[config.mk]
export PLATFORM = sky130hd
export DESIGN_NAME = assoc_array_store
export DESIGN_NICKNAME = d
export VERILOG_FILES = /design/src/rtl/assoc_array_store.sv
export SDC_FILE = /design/constraint.sdc
export NUM_CORES = 1
export LEC_CHECK = 0
export BUFFER_PORTS_ARGS = -buffer_cell sky130_fd_sc_hd__buf_4
export CORE_MARGIN = 2
export CORE_UTILIZATION = 55
export DETAILED_ROUTE_END_ITERATION = 10
export HOLD_SLACK_MARGIN = 0.05
export PLACE_DENSITY = 0.72
export SYNTH_ARGS = -nofsm -noshare
export SYNTH_HDL_FRONTEND = slang
export SYNTH_SLANG_ARGS = --single-unit
[constraint.sdc]
create_clock -name clk -period 16.4 [get_ports clk]
set_clock_uncertainty 0.2 [all_clocks]
set_input_delay 0.82 -clock clk [delete_from_list [all_inputs] [get_ports clk]]
set_output_delay 0.82 -clock clk [all_outputs]
set_load 0.01 [all_outputs]
[src/rtl/assoc_array_store.sv]
// assoc_array_store: key/value store with associative-array semantics, linear one-entry-per-cycle scan.
// Free slot is tracked during the scan so a write miss needs only a single pass.
module assoc_array_store #(
    parameter int KEY_W  = 32,
    parameter int DATA_W = 32,
    parameter int DEPTH  = 8
) (
    input  logic                       clk,
    input  logic                       rst_n,
    input  logic                       req_valid,
    output logic                       req_ready,
    input  logic [1:0]                 req_op,
    input  logic [KEY_W-1:0]           req_key,
    input  logic [DATA_W-1:0]          req_data,
    output logic                       rsp_valid,
    input  logic                       rsp_ready,
    output logic                       rsp_hit,
    output logic [DATA_W-1:0]          rsp_data,
    output logic                       rsp_err,
    output logic [$clog2(DEPTH+1)-1:0] size
);
    localparam int IW = $clog2(DEPTH);
    localparam int SW = $clog2(DEPTH+1);
    localparam logic [1:0] S_IDLE = 2'd0, S_SCAN = 2'd1, S_RESP = 2'd2;
    localparam logic [1:0] OP_RD = 2'd0, OP_WR = 2'd1, OP_DEL = 2'd2, OP_CLR = 2'd3;

    logic [1:0]        r_state, r_op;
    logic [KEY_W-1:0]  r_key_q;
    logic [DATA_W-1:0] r_data_q;
    logic [IW-1:0]     r_k, r_free_idx;
    logic              r_free_vld;
    logic [DEPTH-1:0]  r_valid;
    logic [KEY_W-1:0]  r_key [DEPTH];
    logic [DATA_W-1:0] r_mem [DEPTH];
    logic [SW-1:0]     r_size;
    logic              r_hit, r_err;
    logic [DATA_W-1:0] r_rdata;

    logic          w_acc, w_hit, w_last, w_commit, w_has_free, w_ins, w_upd;
    logic [IW-1:0] w_fidx;

    always_comb begin
        w_acc      = req_valid && r_state == S_IDLE;
        w_hit      = r_valid[r_k] && r_key[r_k] == r_key_q;
        w_last     = r_k == IW'(DEPTH-1);
        w_commit   = r_state == S_SCAN && (w_hit || w_last);
        // the entry under the comparator counts as free if nothing lower was found
        w_has_free = r_free_vld || !r_valid[r_k];
        w_fidx     = r_free_vld ? r_free_idx : r_k;
        w_ins      = w_commit && r_op == OP_WR && !w_hit && w_has_free;
        w_upd      = w_commit && r_op == OP_WR && w_hit;
    end

    always_ff @(posedge clk or negedge rst_n) begin
        if (!rst_n) begin
            r_state    <= S_IDLE;
            r_op       <= OP_RD;
            r_key_q    <= '0;
            r_data_q   <= '0;
            r_k        <= '0;
            r_free_idx <= '0;
            r_free_vld <= 1'b0;
            r_valid    <= '0;
            r_size     <= '0;
            r_hit      <= 1'b0;
            r_err      <= 1'b0;
            r_rdata    <= '0;
        end else begin
            if (w_acc) begin
                r_op       <= req_op;
                r_key_q    <= req_key;
                r_data_q   <= req_data;
                r_k        <= '0;
                r_free_vld <= 1'b0;
                r_hit      <= 1'b0;
                r_err      <= 1'b0;
                r_rdata    <= '0;
                r_state    <= req_op == OP_CLR ? S_RESP : S_SCAN;
                if (req_op == OP_CLR) begin
                    r_valid <= '0;
                    r_size  <= '0;
                end
            end
            if (r_state == S_SCAN) begin
                if (!r_free_vld && !r_valid[r_k]) begin
                    r_free_vld <= 1'b1;
                    r_free_idx <= r_k;
                end
                if (w_hit || w_last) begin
                    r_state <= S_RESP;
                    r_hit   <= w_hit;
                    r_rdata <= (r_op == OP_RD && w_hit) ? r_mem[r_k] : '0;
                    r_err   <= r_op == OP_WR && !w_hit && !w_has_free;
                    if (w_ins) begin
                        r_valid[w_fidx] <= 1'b1;
                        r_size          <= r_size + 1'b1;
                    end
                    if (r_op == OP_DEL && w_hit) begin
                        r_valid[r_k] <= 1'b0;
                        r_size       <= r_size - 1'b1;
                    end
                end else begin
                    r_k <= r_k + 1'b1;
                end
            end
            if (r_state == S_RESP && rsp_ready)
                r_state <= S_IDLE;
        end
    end

    always_ff @(posedge clk) begin
        if (w_ins) begin
            r_key[w_fidx] <= r_key_q;
            r_mem[w_fidx] <= r_data_q;
        end
        if (w_upd)
            r_mem[r_k] <= r_data_q;
    end

    assign req_ready = r_state == S_IDLE;
    assign rsp_valid = r_state == S_RESP;
    assign rsp_hit   = r_hit;
    assign rsp_err   = r_err;
    assign rsp_data  = r_rdata;
    assign size      = r_size;
endmodule

==> impl_metrics.py <==
metrics = {
    "routing": {
        "wl_met3_mm": 3.90,
        "wl_met2_mm": 25.7,
        "avgRoutedWirePerCell_um": 23.9,
        "remaining_drc_errors": 0,
        "drt-pass1-iter-count": 5,
        "viasPerCell": 6.11,
        "dr_total_vias": 13800,
        "topRoutingLayerUsed": "met4",
        "drtIter0Drc": 1626,
        "routed_wl_mm": 53.9,
        "ant_nets": 0,
        "wl_met1_mm": 23.2,
    },
    "sta": {
        "hold_violations": 0,
        "rsz0062_at_grt": "false",
        "fmax_ghz": 0.156,
        "relSlewSlack": 0.0533,
        "setup_tns_ns": 0,
        "setup_viol": 0,
        "min_period_ns": 6.41,
        "fin_crit_sh": 0.391,
        "final_max_slew_viol_count": 0,
        "max_slew.worst_pin.slew_ns": 1.41,
    },
    "cells_and_area": {
        "mostFrequentLayoutCell": "edfxtp_1",
        "diodes": 0,
        "final_cell_area_sq_mm": 0.0278,
        "nets": 1692,
        "area_growth_pct": 14.6,
        "layout_common_cells": "edfxtp_1 (512), nand2_1 (237), buf_4 (133)",
        "drive_above_1_share": 0.186,
    },
    "global_route": {
        "grt_pass1_vias": 13900,
        "grt_usage": 0.238,
        "grt_first_pass_wirelength_mm": 83.0,
        "overflow": 0,
        "grt_max_degree": 74,
        "grt_antenna_before_repair": 0,
    },
    "clock_network": {
        "cts.sinks": 633,
        "path_clk_slew_ns": 0.07,
        "ctsHoldBuffers": 1,
        "post_cts_buffers": 0,
        "htreeDepth": 2,
        "cts_tree": "yes",
        "clock_latency_ns": 0.64,
        "clk_path_buf_depth": 3,
        "clockRootBuffer": "clkbuf_16",
        "cts_buffers": 60,
        "cts-resized-gates": 0,
    },
    "synthesis": {
        "ys_seq_elements": 633,
        "yosysWarnings": 0,
        "async_flop_share": 0.191,
        "synth_flop_cell": "edfxtp_1",
        "synth_cells": 1507,
        "synth_enable_flop_cells": 512,
        "syn_nets": 1581,
        "avgSynthCellArea_sq_um": 16.1,
        "ys_seq_area_frac": 0.758,
        "yosysUniqueCellTypes": 70,
        "syn_area_sq_mm": 0.0243,
    },
    "placed_design": {
        "gp_congestion": 0.793,
        "port_buffers": 109,
        "place_area_sq_mm": 0.0257,
        "hpwl_mm": 29.2,
    },
    "power": {
        "leakage_nw": 10.0,
        "powerDensity_mw_per_mm2": 169,
        "vdd.ir_drop.worst_mv": 0.113,
    },
    "min_path": {
        "min_path_type": "in2reg",
    },
    "critical_path": {
        "worstPathCellList": "buf_4 > mux4_2 > mux2i_1 > xor2_1 > o2111ai_1 > nor4_1 > nand4_1 > nor4_4 > buf_4 > nand3_1 > mux2i_1 > nor2_4",
        "worstSetupEndpointType": "register",
        "cp_top_family": "simple AND/OR/NAND/NOR gates",
        "critPathMaxStageDelay_ns": 1.03,
        "crit_slowest_cell": "nor2_4",
        "crit_type": "reg2reg",
        "critical_path_peak_fanout": 71,
        "worst_ep_required_time_ns": 16.43,
        "crit_buf_inv": 2,
        "cp-start-kind": "register",
        "cp.arrival_ns": 6.44,
    },
    "run": {
        "drv_cap": 0,
    },
    "die": {
        "start_util": 0.561,
        "dieArea_sq_mm": 0.0458,
        "core_sq_mm": 0.0433,
        "chipHeight_um": 214,
        "io_pins": 110,
        "rows": 76,
        "die_w_um": 214,
    },
    "status": {
        "status": "complete, no violations",
    },
}
## report_power, final
part	internal [mW]	switching (mW)	total (mW)
logic	0.392	0.616	1.01
clock network	0.810	0.608	1.42
registers	2.00	0.262	2.27
## cell type report
class	count	area, sq um
Tap cell	585	732
Timing Repair Buffer	135	1020
Inverter	11	41.3
Sequential cell	633	18400
Fill cell	3007	15500
Clock inverter	40	469
Clock buffer	74	1590
Multi-Input combinational cell	777	5530
## state kept, by name, summed over array words and instances, names as in the netlist
signal      flops
rsp_err         1
r_mem         256
r_free_vld      1
r_key_q        32
rsp_data       32
r_data_q       32
size            4
r_free_idx      3
rsp_hit         1
r_key         256
r_k             3
r_state         2
r_op            2
r_valid         8
## synth_stat cells (6+ instances only)
| cell type | number | share of area |
|---|---|---|
| inv_1 | 10 | 0.0015 |
| o221ai_1 | 11 | 0.0040 |
| nand2_1 | 238 | 0.037 |
| o22a_1 | 10 | 0.0036 |
| xor2_1 | 10 | 0.0036 |
| nor2_1 | 32 | 0.0050 |
| mux2i_1 | 62 | 0.026 |
| a21oi_1 | 10 | 0.0021 |
| a22oi_1 | 13 | 0.0040 |
| nor2b_1 | 10 | 0.0026 |
| edfxtp_1 | 512 | 0.63 |
| buf_4 | 6 | 0.0019 |
| o21a_1 | 8 | 0.0025 |
| o22ai_1 | 101 | 0.026 |
| a221oi_1 | 11 | 0.0040 |
| mux2_2 | 17 | 0.0079 |
| nor3_1 | 27 | 0.0056 |
| buf_2 | 23 | 0.0047 |
| nand3_1 | 12 | 0.0025 |
| mux4_2 | 33 | 0.031 |
| buf_1 | 7 | 0.0011 |
| dfrtp_1 | 121 | 0.12 |
| a22o_1 | 42 | 0.015 |
| o21ai_0 | 12 | 0.0025 |
| clkbuf_1 | 46 | 0.0071 |
| nor4_1 | 23 | 0.0059 |
| xnor2_1 | 19 | 0.0069 |
## per-stage QoR
stage                     power (mW)   util  hold slack (ns)  setup WS (ns)  cells
after CTS                       4.71  0.643            0.133          10.02   2255
after detailed placement        3.30  0.595            0.293          10.04   2140
after global routing            4.89  0.643            0.155           9.72   2255
after global placement          3.26  0.595            0.292          10.24   2140
after floorplan                 2.91      -            0.281          11.12   1507
final                           4.69  0.643            0.158           9.99   2255
## routing by layer
layer  global-route usage  vias to the layer above
met5                    0                        -
met4               0.0667                        0
met3               0.0367                       88
met2                0.382                      577
met1                0.343                     7019
li1                     -                     6087
## worst reg2reg max path: cells and delay by family (launching register included)
family                 cells  cell delay [ns]
multiplexers               3             1.03
AO/OA/AOI/OAI              1             0.17
buffers and inverters      2             1.23
AND/OR/NAND/NOR            5             2.24
XOR/XNOR                   1             0.34
flip-flops                 1             0.81
## cells by family after synthesis
group                    synth area share
AO/OA/AOI/OAI                      0.0769
XOR/XNOR                           0.0105
adder cells (fa/ha/maj)           0.00206
buffers and inverters              0.0184
flip-flops                          0.758
multiplexers                       0.0650
AND/OR/NAND/NOR                    0.0687
## path summary, 6_finish.rpt
| kind | start | to | slack (ns) | cells past startpoint |
|---|---|---|---|---|
| worst min-delay path | req_data[16] | r_data_q[16] | 0.16 | 3 |
| min in group asynchronous | rst_n | rsp_data[14] | 0.57 | 2 |
| worst max register to register | r_k[2] | r_mem[7][5] | 9.99 | 12 |
| worst max-delay path | r_k[2] | r_mem[7][5] | 9.99 | 12 |
| max in group asynchronous | rst_n | r_k[1] | 14.10 | 3 |
| worst min register to register | rsp_data[10] | rsp_data[10] | 0.31 | 1 |
Power figures use the tool's default switching activity.
